## src/rtl/usb_pkg.sv

```systemverilog
// Shared types for the USB endpoint transmit path: packet codes, commands,
// completion codes and the sequencer state encoding.
package usb_pkg;

    typedef enum logic [2:0] {
        TX_NONE  = 3'd0,
        TX_DATA  = 3'd1,
        TX_ACK   = 3'd2,
        TX_NAK   = 3'd3,
        TX_STALL = 3'd4
    } tx_packet_t;

    localparam logic [7:0] CMD_DATA  = 8'd1;
    localparam logic [7:0] CMD_ACK   = 8'd2;
    localparam logic [7:0] CMD_NAK   = 8'd3;
    localparam logic [7:0] CMD_STALL = 8'd4;

    typedef enum logic [1:0] {
        ERR_OK      = 2'd0,
        ERR_TX      = 2'd1,
        ERR_TIMEOUT = 2'd2,
        ERR_BAD_CMD = 2'd3
    } err_code_t;

    typedef enum logic [2:0] {
        IDLE,
        ISSUE,
        ACTIVE,
        DONE,
        FLUSH
    } seq_state_t;

    // Unknown command values map to TX_NONE, which the sequencer treats as invalid.
    function automatic tx_packet_t cmd_to_packet(input logic [7:0] cmd);
        case (cmd)
            CMD_DATA:  return TX_DATA;
            CMD_ACK:   return TX_ACK;
            CMD_NAK:   return TX_NAK;
            CMD_STALL: return TX_STALL;
            default:   return TX_NONE;
        endcase
    endfunction

endpackage

```

## src/rtl/seq_timeout_counter.sv

```systemverilog
// Saturating cycle counter for the ISSUE wait; expired marks the last cycle
// the sequencer may keep waiting for the transmitter to start.
module seq_timeout_counter #(
    parameter int LIMIT = 255
) (
    input  logic clk,
    input  logic rst,
    input  logic clear,
    input  logic enable,
    output logic expired
);

    localparam int W = $clog2(LIMIT + 1);

    logic [W-1:0] count_q;

    // NOTE: sequential state uses non-blocking assignments so every flop
    // samples the pre-edge values, independent of block ordering.
    always_ff @(posedge clk) begin
        if (rst || clear) begin
            count_q <= '0;
        end else if (enable && count_q != W'(LIMIT)) begin
            count_q <= count_q + 1'b1;
        end
    end

    // Raised while counting the final allowed cycle, so the waiting state
    // lasts exactly LIMIT cycles.
    assign expired = enable && (count_q >= W'(LIMIT - 1));

endmodule

```

## src/rtl/tx_packet_sequencer.sv

```systemverilog
// Endpoint transmit sequencer: accepts one tx_control command, drives the
// transmitter, reports completion and serialises data-buffer flushes.
module tx_packet_sequencer
    import usb_pkg::*;
#(
    parameter int START_TIMEOUT = 255,
    parameter int OCC_W         = 7
) (
    input  logic             clk,
    input  logic             rst,
    input  logic             cmd_valid,
    input  logic [7:0]       cmd,
    output logic             cmd_ready,
    input  logic             flush_req,
    input  logic [OCC_W-1:0] buffer_occupancy,
    input  logic             tx_transfer_active,
    input  logic             tx_error,
    output tx_packet_t       tx_packet,
    output logic             clear,
    output logic             clear_tx_control,
    output logic             clear_flush_ctrl,
    output logic             busy,
    output logic             done,
    output logic [1:0]       err_code
);

    seq_state_t state_q, state_d;
    tx_packet_t code_q, code_d;
    err_code_t  err_q, err_d;
    logic       err_latch_q, err_latch_d;
    logic       flush_pend_q, flush_pend_d;
    logic       clear_q;
    logic       expired;

    seq_timeout_counter #(
        .LIMIT (START_TIMEOUT)
    ) u_timeout (
        .clk     (clk),
        .rst     (rst),
        .clear   (state_q != ISSUE),
        .enable  (state_q == ISSUE),
        .expired (expired)
    );

    // NOTE: every signal written here gets a default first, so no path
    // through the case leaves it unassigned and no latch is inferred.
    always_comb begin
        state_d      = state_q;
        code_d       = code_q;
        err_d        = err_q;
        err_latch_d  = err_latch_q;
        flush_pend_d = flush_pend_q;

        case (state_q)
            IDLE: begin
                if (flush_req) begin
                    state_d = FLUSH;
                end else if (cmd_valid && !flush_pend_q) begin
                    if (cmd_to_packet(cmd) == TX_NONE ||
                        (cmd == CMD_DATA && buffer_occupancy == '0)) begin
                        state_d = DONE;
                        err_d   = ERR_BAD_CMD;
                    end else begin
                        state_d     = ISSUE;
                        code_d      = cmd_to_packet(cmd);
                        err_latch_d = 1'b0;
                    end
                end
            end
            ISSUE: begin
                if (flush_req) flush_pend_d = 1'b1;
                if (tx_transfer_active) begin
                    state_d = ACTIVE;
                end else if (expired) begin
                    state_d = DONE;
                    err_d   = ERR_TIMEOUT;
                end
            end
            ACTIVE: begin
                if (flush_req) flush_pend_d = 1'b1;
                if (tx_error) err_latch_d = 1'b1;
                if (!tx_transfer_active) begin
                    state_d = DONE;
                    err_d   = (err_latch_q || tx_error) ? ERR_TX : ERR_OK;
                end
            end
            DONE: begin
                err_latch_d = 1'b0;
                if (flush_req) flush_pend_d = 1'b1;
                state_d = (flush_pend_q || flush_req) ? FLUSH : IDLE;
            end
            FLUSH: begin
                if (buffer_occupancy == '0) begin
                    state_d      = IDLE;
                    flush_pend_d = 1'b0;
                end
            end
            default: state_d = IDLE;
        endcase
    end

    always_ff @(posedge clk) begin
        if (rst) begin
            state_q      <= IDLE;
            code_q       <= TX_NONE;
            err_q        <= ERR_OK;
            err_latch_q  <= 1'b0;
            flush_pend_q <= 1'b0;
            clear_q      <= 1'b0;
        end else begin
            state_q      <= state_d;
            code_q       <= code_d;
            err_q        <= err_d;
            err_latch_q  <= err_latch_d;
            flush_pend_q <= flush_pend_d;
            clear_q      <= (state_d == FLUSH) && (state_q != FLUSH);
        end
    end

    assign cmd_ready        = (state_q == IDLE) && !flush_pend_q && !flush_req;
    assign tx_packet        = (state_q == ISSUE) ? code_q : TX_NONE;
    assign busy             = (state_q != IDLE);
    assign done             = (state_q == DONE);
    assign clear_tx_control = (state_q == DONE);
    assign err_code         = (state_q == DONE) ? err_q : ERR_OK;
    assign clear            = clear_q;
    assign clear_flush_ctrl = clear_q;

endmodule
```

## config.mk

```make
export PLATFORM = sky130hd
export DESIGN_NAME = tx_packet_sequencer
export DESIGN_NICKNAME = d
export VERILOG_FILES = /design/src/rtl/usb_pkg.sv /design/src/rtl/seq_timeout_counter.sv /design/src/rtl/tx_packet_sequencer.sv
export SDC_FILE = /design/constraint.sdc
export NUM_CORES = 1
export LEC_CHECK = 0
export ABC_AREA = 0
export BUFFER_PORTS_ARGS = -buffer_cell sky130_fd_sc_hd__buf_4
export CAP_MARGIN = 10
export CORE_ASPECT_RATIO = 1.4
export CORE_MARGIN = 4
export CORE_UTILIZATION = 40
export DETAILED_ROUTE_END_ITERATION = 10
export GPL_TIMING_DRIVEN = 0
export MAX_ROUTING_LAYER = met4
export PLACE_DENSITY = 0.71
export SLEW_MARGIN = 20
export SYNTH_ARGS = -nofsm -noshare
export SYNTH_HDL_FRONTEND = slang
export SYNTH_SLANG_ARGS = --single-unit
```

## constraint.sdc

```tcl
create_clock -name clk -period 1.7 [get_ports clk]
set_input_delay 0.255 -clock clk [delete_from_list [all_inputs] [get_ports clk]]
set_output_delay 0.255 -clock clk [all_outputs]
set_load 0.03 [all_outputs]
```

==> run metrics, run 1 <==
initial antenna violation count 0; Die Height roughly 70 µm; DRT Pass-1 Iters 4; register area share after synthesis 32.8%; max_slew headroom 69.7%; clock sinks 19; starting density of the core 43.0%; Hold Vio Cnt, Final 0; post-synth cell types 44; Worst Tran Pin Value 0.454 ns; largest net degree at the start of global routing 12; CP startpoint kind register; Overflow after GRT 0; vias in the first global route roughly 1.1k; # setup viols final 0; f_max 617 MHz; clk_lat worst skew between 0.2 and 0.3 ns; Via density 5.40; FP Rows 22; Area contributors post-synth dfxtp_1 (33%), nor2_1 (4.8%), and2_1 (3.8%); H-Tree Depth 1; per-cell routed wire length between 10 and 15 µm; Hold Path Class in2reg; Peak VDD IR ~470 µV; Sw Ratio approximately a third; Port Buffers 31; I/O pin count 32; Crit Path Category reg2out; status finished clean; FFs w/ async S/R, synth 0%; DP Area about 1400 µm²; hold buffer count at cts 0; Yosys warning count 0; most common cell in the netlist dfxtp_1; CP Data Required Time between 1 and 1.5 ns; Cell Chain, Critical Path buf_6 -> nor3b_4 -> and2_4 -> buf_6; post-route cell area 1530 µm²; post-synth top area share 32.8%; clock-pin slew on the worst setup and hold paths 0.11 ns; pwr/cell area 712 nW/µm²; number of remaining DRC errors 0; total of fill cells in the finished design 263; Yosys top cell by area dfxtp_1; net switching power figure 362 µW; weighted congestion at the end of routability-driven global placement roughly 0.89; P_leak 0.000592 µW; CP max stage delay 0.33 ns; Commonest cells post-synth dfxtp_1 (19), nor2_1 (15), and2_1 (7), a21oi_1 (6), nand2b_1 (6); area delta synth->final 31.9%; syn_area_per_cell around 8.6 µm²; die area a little under 4000 µm²; post-synthesis net count 158; EDFF count, synth 0; Setup crit end kind output pin; Sequential Power Share 46.8%; Final #Nets 194; Crit-path slowest cell dfxtp_1; worst-path fanout max 10; most frequent CP cell buf_6; first-pass GRT wire length 4.62 mm; critical path's top delay family simple AND/OR/NAND/NOR gates; cell area after synthesis 1160 µm²; Most used DFF post-synth dfxtp_1; clk buf depth 2; Root Driver clkbuf_4; Max Slew Vio Count 0; Final min period approximately 1.6 ns; Vias 1112; Num CTS Buffers 3; combinational share of power 32.0%; Clock Skews 0.00629 ns; P_int between 700 and 800 µW; Post-DRT Antenna Nets 0; core area 2700 µm²; CP bufs+invs 2; layout cell share with drive strength beyond 1 35.9%; WP data arrival 1.37 ns; Final period util 95.3%; post-synthesis cell count about 140; Die X 53.5 µm; DR iter-0 viols 14; TritonCTS clock tree done; flops & latches, synth 19; unrepaired setup endpoints after global routing no; HPWL after DPL 2.23 mm; max-cap viol count 0; final hold slack 0.259 ns; GRT Total Usage 15.7%; clock share of power 21.2%; DRT Wirelength 2.78 mm; Antenna Cells 0
-- tightest hold or removal path, cell delays in order --
cell and delay, ns:
buf_4 0.11, nand2b_1 0.10, o21ai_1 0.05
-- logic make-up after synthesis --
family / synth area share [%]
simple gates: 31.5
compound gates: 23.8
flops: 32.8
buf+inv: 4.31
xor+xnor: 3.77
mux: 1.72
fa+ha+maj: 2.15
-- per-layer routing --
metal / global-route usage [%] / vias up / wire length (µm)
met5: - / - / 0
met4: 7.39 / 0 / 80
met3: 2.70 / 8 / 92
met2: 28.5 / 20 / 1500
met1: 15.4 / 522 / 1110
li1: - / 562 / -
-- cell type report --
class	instances	area [µm²]	share of cell area [%]
buffer	6	45.0	2.94
clock buffer	3	22.5	1.47
sequential	19	385	25.2
timing repair buffer	31	244	15.9
tap	36	45.0	2.94
multi-input combinational	105	766	50.0
inverter	5	18.8	1.23
clock inverter	1	5.00	0.327
-- per-stage QoR --
step,cells,utilization [%],setup WS (ns),power [µW],setup TNS [ns]
final,206,56.8,0.0800,1090,0
after global routing,206,56.8,0.0123,1140,0
after global placement,202,53.5,-0.000666,823,-0.000666
after detailed placement,202,53.5,-0.00631,833,-0.00631
after floorplan,135,-,0.147,717,0
after CTS,206,54.9,-0.0289,1070,-0.0874
-- power by group through the flow --
stage	combinational, µW	clock, µW	sequential, µW
finish	349	231	510
global placement	312	0	511
detailed placement	320	0	512
CTS	325	239	503
global route	379	251	514
floorplan	205	0	512
-- path summary, 6_finish.rpt --
check	startpoint	endpoint	slack [ns]	cells after the start
worst max-delay path	state_q[2]$_SDFF_PP0_	tx_packet[2]	0.08	4
worst min-delay path	rst	code_q[2]$_SDFFE_PP0P_	0.26	3
worst min register to register	err_q[1]$_SDFFE_PP0P_	err_q[1]$_SDFFE_PP0P_	0.48	2
worst max register to register	state_q[0]$_SDFF_PP0_	code_q[2]$_SDFFE_PP0P_	0.18	5
-- flip-flops by register name, indices dropped and copies added, names as in the netlist --
name,flops
u_timeout.count_q,8
code_q,3
state_q,3
err_q,2
clear,1
err_latch_q,1
flush_pend_q,1
-- what timing repair did --
item / CTS / global route
gates resized for setup: 3 / 20
endpoints found under the setup margin: 6 / 10
pin swaps: 1 / 5
buffers inserted: 0 / 0
-- cells in the final DEF, fill, tap and decap left out, types with 3 or more instances in the layout --
cell type | Yosys | routed
xnor2_1 | 3 | 3
nand2_1 | 5 | 5
nand3_1 | 3 | 3
buf_6 | 0 | 5
dfxtp_1 | 19 | 17
buf_4 | 2 | 30
inv_1 | 5 | 4
nand2b_1 | 6 | 6
nor3_1 | 5 | 4
a31oi_1 | 4 | 4
a21oi_1 | 6 | 6
o21ai_0 | 3 | 3
a211oi_1 | 4 | 4
and2_1 | 7 | 5
o211ai_1 | 3 | 3
clkbuf_4 | 0 | 3
and3_1 | 4 | 4
nor2_1 | 15 | 15
Note: power is estimated with default switching activity, not from simulation.
==> inputs of run 2 (changes only) <==
CAP_MARGIN = unset   (was 10)
CORE_MARGIN = 8   (was 4)
PLACE_DENSITY = unset   (was 0.71)
PLACE_DENSITY_LB_ADDON = 0.25   (was unset)
==> run 2 against run 1 <==
- the flow now finishes with violations (setup timing)
- global-route usage fell by 2.0 points
- count of clock-buffer cells in the layout did not move
- first-iteration DRC count rose by 140%
- wire length rose by 10%
- cell count rose by 0.49%
- highest routed layer unchanged
- sequential power fell by 1%
- flip-flop and latch count did not move
- combinational power fell by 6.6%
- clock power rose by 43%
==> run metrics, run 2 (synthesis gave the netlist of run 1 again) <==
CP max stage delay between 0.3 and 0.4 ns; Hold Path Origin rst; # setup viols final 1; worst flop-to-flop path startpoint state_q[2]$_SDFF_PP0_; hold buffer count at cts 0; Worst Tran Pin Value between 0.4 and 0.5 ns; WP data arrival 1.45 ns; Largest regs u_timeout.count_q (8), code_q (3), state_q (3); largest net degree at the start of global routing 12; TritonCTS clock tree done; core area 2820 µm²; Design Power between 1000 and 1500 µW; per-cell routed wire length 14.8 µm; Vias 1131; Placed Cells incl. Taps 203; H-Tree Depth 1; post-route cell area around 1500 µm²; failing checks setup timing; HPWL after DPL 2.46 mm; Final Util 53.2%; Hold Vio Cnt, Final 0; status finished with violations; Cell Chain, Critical Path buf_2 -> nor3b_2 -> and2_1 -> buf_4; max-cap viol count 0; worst-path fanout max 10; layout cell share with drive strength beyond 1 33.5%; DR iter-0 viols 33; DRT Wirelength between 3 and 4 mm; clk_lat worst skew 0.26 ns; DRT Pass-1 Iters 4; unrepaired setup endpoints after global routing yes; Final #Nets 194; f_max roughly 590 MHz; Overflow after GRT 0; Num CTS Buffers 3; Setup TNS -0.00456 ns; Die X 61.5 µm; post-route worst setup slack -0.00456 ns; clk buf depth 2; Via density 5.46; CP startpoint kind register; Die Height 79.8 µm; Root Driver clkbuf_8; Final period util 100%; Final Non-Filler Cells 207; Worst Hold End code_q[2]$_SDFFE_PP0P_; hold path depth 3; clock-pin slew on the worst setup and hold paths 0.08 ns; Crit Path Category reg2out; most common cell after layout, fill and taps aside buf_4; initial antenna violation count 0; P_leak 0.000590 µW; weighted congestion at the end of routability-driven global placement about 0.86; max_slew headroom approximately two thirds; Final min period 1.70 ns; Clock Skews 0.00280 ns; Post-DRT Antenna Nets 0; max FFs per register 8; Top reg by flops u_timeout.count_q; Peak VDD IR 411 µV; GRT Total Usage 13.7%; die area approximately 5000 µm²; number of remaining DRC errors 0; Hold Path Class in2reg; postcts setup bufs 0; Port Buffers 31; Crit-path slowest cell nor3b_2; r2r endpoint code_q[2]$_SDFFE_PP0P_; CP Data Required Time 1.44 ns; FP Rows 23; flop-to-flop setup slack 0.13 ns; starting density of the core 41.2%; area delta synth->final 29.3%; vias in the first global route 1239; Setup crit end kind output pin; I/O pin count 32; clock sinks 19; pwr/cell area 773 nW/µm²; Antenna Cells 0; first-pass GRT wire length 5.15 mm; DP Area 1450 µm²; reg2reg path depth 5; Max Slew Vio Count 0; most frequent cells in the layout buf_4 (33), dfxtp_1 (18), nor2_1 (15), and2_1 (7)
## run 2: changes by cell type in the layout (fill, tap and decap cells not counted), moves of 2 or more
cell	delta
and2_4	-2
clkbuf_4	-3
buf_4	+3
buf_6	-5
clkbuf_8	+3
and2_1	+2
## run 2: critical path, delay by kind of cell (launching register included)
family / cells / cell delay [ns]
simple gates: 2 / 0.54
flops: 1 / 0.30
buf+inv: 2 / 0.35
## run 2: where the power goes
group          total, µW  internal (µW)  switching (µW)
Sequential           503            479            24.5
Clock                331            163             168
Combinational        326            144             182
## run 2: through the flow
step / hold WS (ns) / setup slack (ns)
2_1_floorplan: 0.417 / 0.147
3_3_place_gp: 0.434 / -0.0110
3_5_place_dp: 0.460 / -0.0459
4_1_cts: 0.296 / 0.00335
5_1_grt: 0.319 / -0.0776
6_report: 0.293 / -0.00456
## run 2: how the worst max path moves through the flow
stage,start,end,slack [ns],cells after the start
floorplan,state_q[0]$_SDFF_PP0_,cmd_ready,0.15,4
global placement,buffer_occupancy[2],state_q[1]$_SDFF_PP0_,-0.01,5
detailed placement,buffer_occupancy[2],state_q[1]$_SDFF_PP0_,-0.05,5
CTS,state_q[2]$_SDFF_PP0_,tx_packet[2],0.003,4
global route,state_q[2]$_SDFF_PP0_,cmd_ready,-0.08,5
finish,state_q[2]$_SDFF_PP0_,tx_packet[2],-0.005,4
## run 2: area by class of cell
class,count,area [µm²]
Sequential cell,19,382
Clock buffer,3,41.3
Fill cell,299,1320
Buffer,6,32.5
Tap cell,37,46.3
Timing Repair Buffer,31,233
Inverter,5,18.8
Clock inverter,1,5.00
Multi-Input combinational cell,105,743
## run 2: timing repair
item / 4_1_cts / 5_1_grt
endpoints found under the hold margin: 0 / 0
endpoints found under the setup margin: 5 / 10
pin swaps: 1 / 0
gates resized for setup: 2 / 3
## run 2: per-layer routing
layer  track usage [%]  wire length (µm)  vias to the layer above
li1                  -                 -                      565
met1              12.5              1140                      539
met2              25.8              1730                       20
met3              2.26               138                        7
met4              6.64                61                        0
met5                 -                 0                        -
==> inputs of run 3 (changes only) <==
CTS_BUF_LIST = sky130_fd_sc_hd__clkbuf_4   (was unset)
==> run 3 against run 2 <==
- the flow now finishes without violations
- clock power shrank 27%
- sequential power grew 2%
- die area is the same
- critical path depth grew 1
- non-clock buffer count grew 6
- total power shrank 1.5%
- clock skew grew 0.0013 ns
- worst hold slack lost 0.048 ns
- critical path type unchanged
==> run metrics, run 3 (synthesis gave the netlist of run 1 again) <==
FP Rows 23; vias in the first global route approximately 1.2k; Clock Skews 0.00409 ns; HPWL after DPL 2.46 mm; GRT Total Usage a little over an eighth; Design Power 1140 µW; post-route worst setup slack around 0.044 ns; most common cell after layout, fill and taps aside buf_4; Setup crit end kind output pin; clock-pin slew on the worst setup and hold paths 0.11 ns; CP startpoint kind register; Largest regs u_timeout.count_q (8), code_q (3), state_q (3); Hold Vio Cnt, Final 0; Overflow after GRT 0; I/O pin count 32; CP Data Required Time 1.44 ns; weighted congestion at the end of routability-driven global placement 0.860; Crit Path Category reg2out; max-cap viol count 0; per-cell routed wire length approximately 15 µm; initial antenna violation count 0; Final #Nets 200; max FFs per register 8; unrepaired setup endpoints after global routing yes; DRT Pass-1 Iters 4; largest net degree at the start of global routing 12; # setup viols final 0; Die X between 60 and 70 µm; status finished clean; Top reg by flops u_timeout.count_q; most frequent cells in the layout buf_4 (35), dfxtp_1 (16), nor2_1 (15), nand2b_1 (6), a21oi_1 (6); post-route cell area about 1600 µm²; final hold slack 0.246 ns; Vias 1175; hold buffer count at cts 0; core area 2820 µm²; clk buf depth 2; Final period util 97.4%; H-Tree Depth 1; Setup WS pre-CTS -0.0459 ns; layout cell share with drive strength beyond 1 38.6%; Peak VDD IR around 350 µV; TritonCTS clock tree done; clock sinks 19; worst-path fanout max 5; Root Driver clkbuf_4; Max Slew Vio Count 0; number of remaining DRC errors 0; P_leak around 0.00062 µW; first-pass GRT wire length ~5.1 mm; DR iter-0 viols 39; WP data arrival 1.40 ns; starting density of the core between 40% and 50%; Antenna Cells 0; Worst Tran Pin Value 0.468 ns; clk_lat worst skew 0.30 ns; DRT Wirelength 3.23 mm; Port Buffers 31; pwr/cell area 724 nW/µm²; area delta synth->final 36.1%; f_max 604 MHz; Final Util 56.0%; die area 4910 µm²; max_slew headroom 68.8%; Final min period around 1.7 ns; Hold Path Class in2reg; DP Area 1450 µm²; Die Height 79.8 µm; Num CTS Buffers 3; Via density 5.52; Post-DRT Antenna Nets 0
==> run 3: report_power, final <==
| group | switching [µW] | total (µW) | leakage [µW] | internal [µW] |
|---|---|---|---|---|
| Combinational | 200 | 390 | 0.000451 | 191 |
| Clock | 154 | 242 | 0.0000177 | 87.8 |
| Sequential | 30.6 | 512 | 0.000156 | 481 |
==> run 3: routing by layer <==
layer	track usage [%]	wire [µm]
met1	12.1	1150
met2	26.2	1880
met3	2.26	125
met4	6.18	76
met5	-	0
==> run 3: timing repair <==
| action | in CTS | in global routing |
|---|---|---|
| hold endpoints to repair | 0 | 0 |
| buffers inserted | 0 | 6 |
| pin swaps | 2 | 6 |
| resized for setup | 7 | 16 |
| setup endpoints to repair | 8 | 9 |
==> run 3: worst paths after layout <==
kind	cells after the start	slack (ns)	start	endpoint
worst max-delay path	5	0.04	state_q[0]$_SDFF_PP0_	cmd_ready
worst min-delay path	3	0.25	rst	code_q[2]$_SDFFE_PP0P_
worst max register to register	5	0.19	state_q[0]$_SDFF_PP0_	state_q[1]$_SDFF_PP0_
worst min register to register	2	0.48	err_q[1]$_SDFFE_PP0P_	err_q[1]$_SDFFE_PP0P_
==> run 3: worst max-delay path: stages, from the launching register on <==
cell and delay (ns):
dfxtp_2 0.34, buf_6 0.12, nor3_4 0.23, inv_2 0.06, nor3_2 0.16, buf_4 0.18
==> run 3: per-stage QoR <==
step | instances | TNS (ns)
final | 213 | 0
after global routing | 213 | -0.0882
after CTS | 207 | 0
after detailed placement | 203 | -0.0566
after global placement | 203 | -0.0110
after floorplan | 135 | 0
==> run 3: layout make-up <==
type                    count  area (µm²)
plain buffers               6        48.8
clock buffers               3        22.5
clock inverters             1        5.00
fillers                   283        1240
inverters                   5        18.8
multi-input cells         105         766
flip-flops and latches     19         387
well taps                  37        46.3
repair buffers             37         287
